--- config.mk ---
export PLATFORM = sky130hd
export DESIGN_NAME = pong_game_ctrl
export DESIGN_NICKNAME = d
export VERILOG_FILES = /design/src/rtl/pong_pkg.sv /design/src/rtl/pong_paddle.sv /design/src/rtl/pong_game_ctrl.sv
export SDC_FILE = /design/constraint.sdc
export NUM_CORES = 1
export LEC_CHECK = 0
export CORE_MARGIN = 5
export CORE_UTILIZATION = 45
export CTS_CLUSTER_DIAMETER = 120
export DETAILED_ROUTE_END_ITERATION = 10
export GPL_ROUTABILITY_DRIVEN = 0
export PLACE_DENSITY_LB_ADDON = 0.12
export SYNTH_ARGS = -nofsm -noshare
export SYNTH_HDL_FRONTEND = slang
export SYNTH_HIERARCHICAL = 1
export SYNTH_SLANG_ARGS = --single-unit
--- constraint.sdc ---
create_clock -name pixel_clk_i -period 4.7 [get_ports pixel_clk_i]
set_input_delay 0.94 -clock pixel_clk_i [delete_from_list [all_inputs] [get_ports pixel_clk_i]]
set_output_delay 0.94 -clock pixel_clk_i [all_outputs]
set_load 0.03 [all_outputs]
--- src/rtl/pong_pkg.sv ---
// pong_pkg: shared state encoding, coordinate type and default playfield geometry
// for the pong game sequencer.
package pong_pkg;

    typedef enum logic [2:0] {
        IDLE      = 3'd0,
        SERVE     = 3'd1,
        PLAY      = 3'd2,
        POINT     = 3'd3,
        GAME_OVER = 3'd4
    } state_e;

    typedef logic [9:0] coord_t;

    localparam int DEF_H_RES        = 640;
    localparam int DEF_V_RES        = 480;
    localparam int DEF_BALL_SIZE    = 25;
    localparam int DEF_PADDLE_W     = 10;
    localparam int DEF_PADDLE_H     = 150;
    localparam int DEF_PADDLE_L_X   = 40;
    localparam int DEF_PADDLE_R_X   = 600;
    localparam int DEF_BALL_SPEED   = 4;
    localparam int DEF_PADDLE_SPEED = 6;
    localparam int DEF_WIN_SCORE    = 9;
    localparam int DEF_SERVE_FRAMES = 60;

    // Ball and paddle rows share some line when the ball's span crosses the paddle's.
    function automatic logic overlap(input logic signed [10:0] ball_y, pad_y, ball_sz, pad_h);
        return (ball_y + ball_sz > pad_y) && (ball_y < pad_y + pad_h);
    endfunction

endpackage

--- src/rtl/pong_paddle.sv ---
// pong_paddle: one paddle's vertical position; moves by a fixed step per enabled
// frame and saturates at the top and bottom of the screen.
module pong_paddle
    import pong_pkg::*;
#(
    parameter int V_RES        = DEF_V_RES,
    parameter int PADDLE_H     = DEF_PADDLE_H,
    parameter int PADDLE_SPEED = DEF_PADDLE_SPEED
) (
    input  logic   pixel_clk_i,
    input  logic   reset_n_i,
    input  logic   en_i,
    input  logic   up_i,
    input  logic   dn_i,
    output coord_t y_o
);
    localparam logic signed [10:0] MAX = 11'(V_RES - PADDLE_H);
    localparam logic signed [10:0] SPD = 11'(PADDLE_SPEED);
    localparam coord_t MID = coord_t'((V_RES - PADDLE_H) / 2);

    coord_t y_q, y_d;
    logic signed [10:0] y_up, y_dn;

    always_comb begin
        y_up = $signed({1'b0, y_q}) - SPD;
        y_dn = $signed({1'b0, y_q}) + SPD;
        y_d  = (!en_i || up_i == dn_i) ? y_q :
               up_i ? (y_up < 11'sd0 ? '0 : y_up[9:0]) :
               (y_dn > MAX ? MAX[9:0] : y_dn[9:0]);
    end

    always_ff @(posedge pixel_clk_i or negedge reset_n_i)
        if (!reset_n_i) y_q <= MID;
        else            y_q <= y_d;

    assign y_o = y_q;

endmodule

--- src/rtl/pong_game_ctrl.sv ---
// pong_game_ctrl: frame-rate game sequencer owning ball, paddles, scores and the
// serve/play/point/game-over flow; all outputs are registered.
module pong_game_ctrl
    import pong_pkg::*;
#(
    parameter int H_RES        = DEF_H_RES,
    parameter int V_RES        = DEF_V_RES,
    parameter int BALL_SIZE    = DEF_BALL_SIZE,
    parameter int PADDLE_W     = DEF_PADDLE_W,
    parameter int PADDLE_H     = DEF_PADDLE_H,
    parameter int PADDLE_L_X   = DEF_PADDLE_L_X,
    parameter int PADDLE_R_X   = DEF_PADDLE_R_X,
    parameter int BALL_SPEED   = DEF_BALL_SPEED,
    parameter int PADDLE_SPEED = DEF_PADDLE_SPEED,
    parameter int WIN_SCORE    = DEF_WIN_SCORE,
    parameter int SERVE_FRAMES = DEF_SERVE_FRAMES
) (
    input  logic       pixel_clk_i,
    input  logic       reset_n_i,
    input  logic       frame_tick_i,
    input  logic       start_i,
    input  logic       pause_i,
    input  logic       l_up_i,
    input  logic       l_dn_i,
    input  logic       r_up_i,
    input  logic       r_dn_i,
    output coord_t     ball_x_o,
    output coord_t     ball_y_o,
    output coord_t     paddle_l_y_o,
    output coord_t     paddle_r_y_o,
    output logic [3:0] score_one_o,
    output logic [3:0] score_two_o,
    output logic [2:0] state_o,
    output logic [1:0] winner_o,
    output logic       point_pulse_o
);
    localparam int CNT_W = $clog2(SERVE_FRAMES + 1);
    localparam logic signed [10:0] HR     = 11'(H_RES);
    localparam logic signed [10:0] VR     = 11'(V_RES);
    localparam logic signed [10:0] BSZ    = 11'(BALL_SIZE);
    localparam logic signed [10:0] PH     = 11'(PADDLE_H);
    localparam logic signed [10:0] SPD    = 11'(BALL_SPEED);
    localparam logic signed [10:0] L_EDGE = 11'(PADDLE_L_X + PADDLE_W);
    localparam logic signed [10:0] R_EDGE = 11'(PADDLE_R_X);
    localparam coord_t CX = coord_t'((H_RES - BALL_SIZE) / 2);
    localparam coord_t CY = coord_t'((V_RES - BALL_SIZE) / 2);

    state_e state_q, state_d;
    coord_t ball_x_q, ball_x_d, ball_y_q, ball_y_d;
    logic dx_neg_q, dx_neg_d, dy_neg_q, dy_neg_d, scorer_q, scorer_d, point_q, point_d;
    logic [3:0] score_one_q, score_one_d, score_two_q, score_two_d;
    logic [1:0] winner_q, winner_d;
    logic [CNT_W-1:0] cnt_q, cnt_d;
    logic signed [10:0] bx, by, pl, pr, nx, ny;
    logic hit_l, hit_r, miss_l, miss_r, y_top, y_bot, win;
    logic new_game, move, pad_en, enter_serve;
    coord_t pad_l_y, pad_r_y;

    pong_paddle #(.V_RES(V_RES), .PADDLE_H(PADDLE_H), .PADDLE_SPEED(PADDLE_SPEED)) u_pad_l (
        .pixel_clk_i(pixel_clk_i), .reset_n_i(reset_n_i), .en_i(pad_en),
        .up_i(l_up_i), .dn_i(l_dn_i), .y_o(pad_l_y)
    );
    pong_paddle #(.V_RES(V_RES), .PADDLE_H(PADDLE_H), .PADDLE_SPEED(PADDLE_SPEED)) u_pad_r (
        .pixel_clk_i(pixel_clk_i), .reset_n_i(reset_n_i), .en_i(pad_en),
        .up_i(r_up_i), .dn_i(r_dn_i), .y_o(pad_r_y)
    );

    // Collision geometry against pre-update paddle rows; paddle hits outrank misses.
    always_comb begin
        bx     = $signed({1'b0, ball_x_q});
        by     = $signed({1'b0, ball_y_q});
        pl     = $signed({1'b0, pad_l_y});
        pr     = $signed({1'b0, pad_r_y});
        hit_l  = dx_neg_q && bx >= L_EDGE && bx - SPD <= L_EDGE && overlap(by, pl, BSZ, PH);
        hit_r  = !dx_neg_q && bx + BSZ <= R_EDGE && bx + BSZ + SPD >= R_EDGE && overlap(by, pr, BSZ, PH);
        miss_l = dx_neg_q && bx < SPD;
        miss_r = !dx_neg_q && bx + BSZ + SPD > HR;
        y_top  = dy_neg_q && by < SPD;
        y_bot  = !dy_neg_q && by + BSZ + SPD > VR;
        nx     = hit_l ? L_EDGE : hit_r ? R_EDGE - BSZ : dx_neg_q ? bx - SPD : bx + SPD;
        ny     = y_top ? '0 : y_bot ? VR - BSZ : dy_neg_q ? by - SPD : by + SPD;
        win    = scorer_q ? score_two_q == 4'(WIN_SCORE - 1) : score_one_q == 4'(WIN_SCORE - 1);
    end

    always_ff @(posedge pixel_clk_i or negedge reset_n_i)
        if (!reset_n_i) state_q <= IDLE;
        else            state_q <= state_d;

    always_comb begin
        state_d = state_q;
        unique case (state_q)
            IDLE:      if (start_i) state_d = SERVE;
            SERVE:     if (frame_tick_i && cnt_q == CNT_W'(SERVE_FRAMES - 1)) state_d = PLAY;
            PLAY:      if (frame_tick_i && !pause_i && !hit_l && !hit_r && (miss_l || miss_r)) state_d = POINT;
            POINT:     state_d = win ? GAME_OVER : SERVE;
            GAME_OVER: if (start_i) state_d = SERVE;
            default:   state_d = IDLE;
        endcase
    end

    // A tick that changes state only changes state: motion needs state_d == state_q.
    always_comb begin
        new_game    = start_i && (state_q == IDLE || state_q == GAME_OVER);
        move        = frame_tick_i && !pause_i && state_q == PLAY && state_d == PLAY;
        pad_en      = move || (frame_tick_i && state_q == SERVE && state_d == SERVE);
        enter_serve = state_d == SERVE && state_q != SERVE;
        cnt_d       = (state_q == SERVE && state_d == SERVE) ? cnt_q + CNT_W'(frame_tick_i) : '0;
        ball_x_d    = state_d == SERVE ? CX : move ? coord_t'(nx) : ball_x_q;
        ball_y_d    = state_d == SERVE ? CY : move ? coord_t'(ny) : ball_y_q;
        dx_neg_d    = enter_serve ? (state_q == POINT && scorer_q) :
                      move ? (hit_l ? 1'b0 : hit_r ? 1'b1 : dx_neg_q) : dx_neg_q;
        dy_neg_d    = enter_serve ? 1'b0 : move ? (y_top ? 1'b0 : y_bot ? 1'b1 : dy_neg_q) : dy_neg_q;
        scorer_d    = (state_q == PLAY && state_d == POINT) ? miss_l : scorer_q;
        score_one_d = new_game ? '0 : score_one_q + 4'(state_q == POINT && !scorer_q);
        score_two_d = new_game ? '0 : score_two_q + 4'(state_q == POINT && scorer_q);
        winner_d    = new_game ? '0 : (state_q == POINT && win) ? (scorer_q ? 2'b10 : 2'b01) : winner_q;
        point_d     = state_q == POINT;
    end

    always_ff @(posedge pixel_clk_i or negedge reset_n_i)
        if (!reset_n_i) begin
            ball_x_q    <= CX;
            ball_y_q    <= CY;
            dx_neg_q    <= 1'b0;
            dy_neg_q    <= 1'b0;
            scorer_q    <= 1'b0;
            point_q     <= 1'b0;
            score_one_q <= '0;
            score_two_q <= '0;
            winner_q    <= '0;
            cnt_q       <= '0;
        end else begin
            ball_x_q    <= ball_x_d;
            ball_y_q    <= ball_y_d;
            dx_neg_q    <= dx_neg_d;
            dy_neg_q    <= dy_neg_d;
            scorer_q    <= scorer_d;
            point_q     <= point_d;
            score_one_q <= score_one_d;
            score_two_q <= score_two_d;
            winner_q    <= winner_d;
            cnt_q       <= cnt_d;
        end

    assign ball_x_o      = ball_x_q;
    assign ball_y_o      = ball_y_q;
    assign paddle_l_y_o  = pad_l_y;
    assign paddle_r_y_o  = pad_r_y;
    assign score_one_o   = score_one_q;
    assign score_two_o   = score_two_q;
    assign state_o       = state_q;
    assign winner_o      = winner_q;
    assign point_pulse_o = point_q;

endmodule

## Word level (Yosys, flattened, before mapping)

Index checks and enable logic that the tools add are counted.

- $add $sub $neg: 17
- $lt $le $gt $ge: 16
- Equality and inequality tests: 13
- Mux-type cells: 36
- Reduce and logical (&&, ||, !) cells: 49

Operators by type and width:

| cell | count |
|---|---|
| two-way mux 10 bit | 16 |
| > comparator 11 x 10 -> 1 bit, second input constant | 3 |
| subtractor 10 x 3 -> 11 bit, second input constant | 3 |
| logical AND 1 bit | 28 |
| adder 10 x 3 -> 11 bit, second input constant | 2 |
| adder 10 x 5 -> 11 bit, second input constant | 2 |
| adder 10 x 8 -> 11 bit, second input constant | 2 |
| adder 11 x 4 -> 11 bit, second input constant | 2 |
| > comparator 11 bit | 2 |
| < comparator 11 x 1 -> 1 bit, second input constant | 2 |
| < comparator 11 bit | 2 |
| adder 10 x 3 -> 10 bit, second input constant | 2 |
| < comparator 10 x 3 -> 1 bit, second input constant | 2 |
| == test 3 x 2 -> 1 bit, second input constant | 4 |
| two-way mux 3 bit | 4 |
| case mux 3 bit (4 select lines) | 1 |
| greater-or-equal comparator 11 bit, second input constant | 1 |
| > comparator 11 bit, second input constant | 1 |
| <= comparator 11 bit, second input constant | 1 |
| <= comparator 11 x 7 -> 1 bit, second input constant | 1 |
| greater-or-equal comparator 10 x 6 -> 1 bit, second input constant | 1 |
| subtractor 10 x 3 -> 10 bit, second input constant | 1 |
| two-way mux 1 bit | 9 |
| adder 4 x 1 -> 4 bit | 2 |
| other kinds (17) | 37 |

- Register bits: 63
- Input port bits: 9
- Output and inout port bits: 54
- Logic and storage cells: 144

## Depth between registers and ports, before layout

- Word-level depth: 15
- Depth in mapped cells: 21

## By module

Netlist, hierarchy kept.

Modules (own cells, without submodules):

| module | instances | cells each | area each (µm²) | seq. area each (µm²) |
|---|---|---|---|---|
| pong_game_ctrl | 1 | 560 | 4621.9 | 1062.3 |
| pong_paddle | 2 | 129 | 1048.5 | 255.2 |

## Worst setup path before layout

No wires, ideal clock.

- Kind: register -> register
- Start: register ball_y_q[3] (netlist: ball_y_o[3])
- End: register u_pad_l.y_q[3] (netlist: u_pad_l/y_o[3])
- Setup time: 0.138 ns
- Arrival time: 4.214 ns
- Required time: 4.562 ns
- Path slack: 0.348 ns
- Stages on the path, launching flop included: 22
- Buffers on the path: 3
- Period minus slack after synthesis: 4.352 ns
- Path through: dfrtp_1 > clkbuf_1 > inv_1 > ha_1 > a211o_1 > nor3b_1 > or2_2 > ha_1 > nand4_1 > a21oi_1 > nor3_1 > o21ai_0 > o2111a_1 > o2111a_2 > o21ai_2 > buf_2 > nand2_1 > and2_1 > clkbuf_1 > o221ai_1 > a22oi_1 > o21ai_0

- Word-level cells in the longest chain between the ends: 15
- Elaborated cells on any way between the ends: 23

Ends and longest elaborated chain:

| element | line | text |
|---|---|---|
| start, declared | pong_game_ctrl.sv:49 | `coord_t ball_x_q, ball_x_d, ball_y_q, ball_y_d;` |
| start signal, assigned | pong_game_ctrl.sv:134 | `ball_y_q <= ball_y_d;` |
| adder 10 x 5 -> 11 bit | pong_pkg.sv:29 | `return (ball_y + ball_sz > pad_y) && (ball_y < pad_y + pad_h);` |
| > comparator 11 bit | pong_pkg.sv:29 |  |
| logical AND 1 bit | pong_pkg.sv:29 |  |
| logical AND 1 bit | pong_game_ctrl.sv:74 | `hit_l = dx_neg_q && bx >= L_EDGE && bx - SPD <= L_EDGE && overlap(by, pl, BSZ, PH);` |
| zero test 1 bit | pong_game_ctrl.sv:94 | `PLAY: if (frame_tick_i && !pause_i && !hit_l && !hit_r && (miss_l \|\| miss_r)) state_d = POINT;` |
| logical AND 1 bit | pong_game_ctrl.sv:94 |  |
| logical AND 1 bit * (2 in a row) | pong_game_ctrl.sv:94 |  |
| two-way mux 3 bit * | pong_game_ctrl.sv:94 |  |
| case mux 3 bit (4 select lines) * | pong_game_ctrl.sv:91 | `unique case (state_q)` |
| == test 3 x 2 -> 1 bit or == test 3 x 1 -> 1 bit (tied branches) | pong_game_ctrl.sv:104, pong_game_ctrl.sv:105 |  |
| logical AND 1 bit, on equally long branches | pong_game_ctrl.sv:104, pong_game_ctrl.sv:105 |  |
| logical OR 1 bit * | pong_game_ctrl.sv:105 | `pad_en = move \|\| (frame_tick_i && state_q == SERVE && state_d == SERVE);` |
| net pad_en | pong_game_ctrl.sv:56 | `logic new_game, move, pad_en, enter_serve;` |
| zero test 1 bit * | pong_paddle.sv:27 | `y_d = (!en_i \|\| up_i == dn_i) ? y_q :` |
| logical OR 1 bit * | pong_paddle.sv:27 |  |
| end signal, assigned | pong_paddle.sv:34 | `else y_q <= y_d;` |
| end, declared | pong_paddle.sv:21 | `coord_t y_q, y_d;` |

Mark *: on every way through the listed nets, which the timed path passes. The rest lies on a longest branch.
A chain may end at the register's enable or synchronous reset.

## Final worst setup path

- Start: register u_pad_r.y_q[2] (netlist: u_pad_r/y_o[2])
- End: register u_pad_r.y_q[7] (netlist: u_pad_r/y_o[7])

- Word-level cells in the longest chain between the ends: 14
- Elaborated cells on any way between the ends: 24

Ends and longest elaborated chain:

| element | line | text |
|---|---|---|
| start, declared | pong_paddle.sv:21 |  |
| start signal, assigned | pong_paddle.sv:34 |  |
| adder 10 x 8 -> 11 bit | pong_pkg.sv:29 |  |
| < comparator 11 bit | pong_pkg.sv:29 |  |
| logical AND 1 bit * | pong_pkg.sv:29 |  |
| logical AND 1 bit * | pong_game_ctrl.sv:75 | `hit_r = !dx_neg_q && bx + BSZ <= R_EDGE && bx + BSZ + SPD >= R_EDGE && overlap(by, pr, BSZ, PH);` |
| zero test 1 bit * | pong_game_ctrl.sv:94 |  |
| logical AND 1 bit * (2 in a row) | pong_game_ctrl.sv:94 |  |
| two-way mux 3 bit * | pong_game_ctrl.sv:94 |  |
| case mux 3 bit (4 select lines) * | pong_game_ctrl.sv:91 |  |
| == test 3 x 2 -> 1 bit or == test 3 x 1 -> 1 bit (tied branches) | pong_game_ctrl.sv:104, pong_game_ctrl.sv:105 |  |
| logical AND 1 bit, on equally long branches | pong_game_ctrl.sv:104, pong_game_ctrl.sv:105 |  |
| logical OR 1 bit * | pong_game_ctrl.sv:105 |  |
| net pad_en | pong_game_ctrl.sv:56 |  |
| zero test 1 bit * | pong_paddle.sv:27 |  |
| logical OR 1 bit * | pong_paddle.sv:27 |  |

Marked as above.

==> qor.log <==
[clock_network] TritonCTS clock tree done
[status] status finished, final reports clean
[run] number of max-cap violations 0
[yosys] synthesized area per cell 8.21 um^2
[floorplan] row cnt 44
[min_path] Hold Crit Class reg2reg
[detailed_routing] Vias 6,515
[sta] transition time at the pin with the least slew margin 924 ps
[yosys] gate count of the mapped netlist 818
[yosys] commonest cells in the netlist 67 x sky130_fd_sc_hd__ha_1, 66 x sky130_fd_sc_hd__nand2_1, 57 x sky130_fd_sc_hd__inv_1
[sta] Peak Freq 0.230 GHz
[yosys] Syn Nets 894
[grt] number of antenna violations at the first check in global routing 0
[grt] via count of the first global-routing pass 6,382
[clock_network] clk root buf sky130_fd_sc_hd__clkbuf_16
[clock_network] Post-CTS Setup Bufs 0
[detailed_routing] via-per-instance ratio 6.28
[clock_network] clock latency on the worst-skew pair 350 ps
[cells_and_area] number of nets in the final layout 926
[critical_path] end of the worst register-to-register path u_pad_r/y_o[7]
[detailed_routing] count of TritonRoute iterations in the first routing pass 5
[cells_and_area] non-filler cells in the finished layout 1,038
[floorplan] floorplan core area 14,600 um^2
[critical_path] most frequent cell on the critical path sky130_fd_sc_hd__o21ai_0
[critical_path] element type at the critical path start flop
[grt] final global-route overflow total 0
[clock_network] Clock Pin Slew Worst Setup and Hold Paths 60 ps
[sta] max-slew violation count 0
[floorplan] initial core utilization 0.461
[clock_network] quantity of gates resized following cts 0
[sta] tightest slew margin relative to the limit 0.379
[sta] RSZ-0062 raised after global routing false
[detailed_routing] number of antenna-violating nets in the routed design 0
[clock_network] TritonCTS Sinks 62
[critical_path] arrival time at the worst endpoint 4620 ps
[placed_design] number of instances in the placed design 1,023
[yosys] number of flops mapped to enable cells by yosys 0
[detailed_routing] DRC Markers 0
[yosys] Async SR Flop Fraction 1.00
[critical_path] category of the worst setup path capture point flop
[yosys] post-synthesis cell type count 88
[sta] number of setup violations in the final report 0
[critical_path] worst path cell trace inv_1 -> ha_1 -> o21a_1 -> nor2_1 -> o21ai_0 -> xnor2_1 -> ha_1 -> o21ai_0 -> a21oi_1 -> o21ai_0 -> o2111a_1 -> o2111a_2 -> o21ai_2 -> nand2_1 -> and2_1 -> o2111a_1 -> o22ai_1 -> a41o_1
[yosys] Yosys warnings 6
[cells_and_area] layout overhead on the synthesized area 14.6%
[sta] Sum Neg Setup Slack 0 ps
[critical_path] start point of the critical path u_pad_r/y_o[2]
[critical_path] worst reg2reg startpoint u_pad_r/y_o[2]
[critical_path] end point of the critical path u_pad_r/y_o[7]
[clock_network] Max clock buf depth 2
[detailed_routing] total routed wirelength 19.2 mm
[detailed_routing] DR WL/cell 18.5 um
[pwr] highest ir drop seen on vdd 0.448 mV
[yosys] register area share after synthesis 0.234
[clock_network] number of buffers added to fix hold violations after cts 0
[placed_design] number of buffers inserted by port buffering 62
[grt] wire length of the first global-routing pass 32.1 mm
[yosys] biggest area contributors in the synthesized netlist sky130_fd_sc_hd__dfrtp_1 17%, sky130_fd_sc_hd__ha_1 12%, sky130_fd_sc_hd__dfstp_2 6.6%, sky130_fd_sc_hd__xnor2_1 3.8%, sky130_fd_sc_hd__nand2_1 3.7%
[cells_and_area] share of post-route cells with drive strength above 1 0.0843
[critical_path] CP max stage delay 730 ps
[yosys] largest area contributor in the netlist sky130_fd_sc_hd__dfrtp_1
[yosys] area share of the largest cell type after synthesis 0.168
[sta] shortest period the worst path allows 4340 ps
[critical_path] crit path max fanout 15
[critical_path] reg-to-reg slack, setup 360 ps
[pwr] cell leakage power 0.00317 uW
[sta] number of hold violations in the final report 0
[critical_path] Worst path slowest cell sky130_fd_sc_hd__dfstp_2
[detailed_routing] DR iter-0 viols 449
[critical_path] Req. time, crit path 4970 ps
[grt] GR Util All Layers 0.216
[floorplan] area of the die 17,500 um^2
[clock_network] total CTS buffers 9
[clock_network] number of levels in the clock H-tree 3
[critical_path] Register-to-Register Path Depth 18
[critical_path] Worst Path Class, Setup reg2reg
[grt] pin count of the biggest net entering global routing 33
[floorplan] Top Ports 63
[placed_design] post-detailed-placement half-perimeter wirelength 14.0 mm
[yosys] register bit total from synthesis 62
[sta] final worst-path cycle share 0.924
[yosys] count leader, synth sky130_fd_sc_hd__ha_1
[floorplan] Die H 132 um
[cells_and_area] count of inserted antenna diode cells 0
[pwr] Power Density 469 nW/um^2
[yosys] netlist area before placement 6720 um^2
[floorplan] width of the die 132 um
[sta] clk_skew 10.9 ps
[yosys] most common flop cell mapped by yosys sky130_fd_sc_hd__dfrtp_1
==> where the power goes <==
part	leakage, uW	internal (uW)	switching [uW]
Clock	0.000151	476	262
Sequential	0.000767	649	291
Combinational	0.00225	824	1100
Total	0.00317	1950	1660
==> cells by family (layout without fill, tap and decap cells) <==
group / after synthesis / count (layout) / synth area share
and+or+nand+nor: 276 / 276 / 0.220
muxes: 5 / 5 / 0.00782
adders and majority gates: 67 / 67 / 0.125
DFF: 62 / 62 / 0.234
AOI/OAI and AO/OA: 247 / 247 / 0.272
buffers and inverters: 110 / 146 / 0.0734
xor gates and xnor gates: 51 / 51 / 0.0676
==> through the flow <==
step | setup slack, ps | hold WS [ps] | instance area (um^2) | power (uW) | utilization
after CTS | 415 | 510 | 7700 | 3600 | 0.528
after floorplan | 348 | 505 | 6720 | 2320 | -
after global routing | 99.5 | 526 | 7700 | 3880 | 0.528
after global placement | 605 | 489 | 7380 | 2770 | 0.506
after detailed placement | 452 | 496 | 7380 | 2850 | 0.506
final | 356 | 505 | 7700 | 3610 | 0.528
==> flip-flops by register name (all words and copies together), names as in the netlist <==
| signal | flops |
|---|---|
| scorer_q | 1 |
| cnt_q | 6 |
| score_one_o | 4 |
| state_o | 3 |
| dx_neg_q | 1 |
| dy_neg_q | 1 |
| point_pulse_o | 1 |
| ball_x_o | 10 |
| u_pad_r/y_o | 10 |
| u_pad_l/y_o | 10 |
| score_two_o | 4 |
| ball_y_o | 9 |
| winner_o | 2 |
==> worst min path at each step <==
stage,startpoint,endpoint,slack [ps],cells past startpoint
detailed placement,winner_o[0],winner_o[0],500,1
global route,u_pad_l/y_o[0],u_pad_l/y_o[0],530,2
floorplan,cnt_q[4],cnt_q[4],500,2
CTS,state_o[2],state_o[1],510,1
global placement,winner_o[0],winner_o[0],490,1
finish,state_o[2],state_o[1],510,1
==> placed cells by master (no fill, tap or decap), types with 5 or more instances in the layout <==
cell	n
sky130_fd_sc_hd__inv_1	57
sky130_fd_sc_hd__o31ai_1	8
sky130_fd_sc_hd__a31oi_1	11
sky130_fd_sc_hd__a22oi_1	12
sky130_fd_sc_hd__nand2b_1	10
sky130_fd_sc_hd__clkbuf_16	9
sky130_fd_sc_hd__a21o_1	8
sky130_fd_sc_hd__or4_1	6
sky130_fd_sc_hd__nor2_1	50
sky130_fd_sc_hd__nand3_1	23
sky130_fd_sc_hd__o21a_1	6
sky130_fd_sc_hd__o211ai_1	10
sky130_fd_sc_hd__buf_4	12
sky130_fd_sc_hd__nor4_1	14
sky130_fd_sc_hd__nor2b_1	16
sky130_fd_sc_hd__o22ai_1	6
sky130_fd_sc_hd__and2_1	9
sky130_fd_sc_hd__nor3_1	18
sky130_fd_sc_hd__or2_2	5
sky130_fd_sc_hd__o21ai_0	42
sky130_fd_sc_hd__o32a_1	5
sky130_fd_sc_hd__nand4_1	12
sky130_fd_sc_hd__xnor2_1	29
sky130_fd_sc_hd__and3_1	5
sky130_fd_sc_hd__nand3b_1	5
sky130_fd_sc_hd__clkdlybuf4s50_1	61
sky130_fd_sc_hd__nand2_1	66
sky130_fd_sc_hd__dfrtp_1	45
sky130_fd_sc_hd__nor3b_1	10
sky130_fd_sc_hd__a211o_1	12
sky130_fd_sc_hd__a211oi_1	10
sky130_fd_sc_hd__xor2_1	21
sky130_fd_sc_hd__ha_1	67
sky130_fd_sc_hd__a21oi_1	41
sky130_fd_sc_hd__dfstp_2	17
sky130_fd_sc_hd__o31a_1	5
==> routing by layer <==
layer,track usage,vias to the layer above,part of all wire
met3,0.0382,28,0.053
met2,0.369,214,0.48
met1,0.285,3173,0.45
met5,0,-,0
met4,0.0520,0,0.015
li1,-,3100,-
==> critical path: cells and delay by family, from the launching register on <==
kind | cells | cell delay (ps)
AOI/OAI and AO/OA | 11 | 1890
xor gates and xnor gates | 1 | 170
adders and majority gates | 2 | 500
buffers and inverters | 1 | 110
DFF | 1 | 730
and+or+nand+nor | 3 | 850
==> layout make-up <==
| class | count | area [um^2] |
|---|---|---|
| Multi-Input combinational cell | 646 | 4650 |
| Inverter | 57 | 214 |
| Timing Repair Buffer | 74 | 706 |
| Fill cell | 1371 | 6890 |
| Clock buffer | 10 | 239 |
| Sequential cell | 62 | 1570 |
| Tap cell | 184 | 230 |
| Clock inverter | 5 | 83.8 |
No activity file was read; power rests on OpenSTA's default activity.
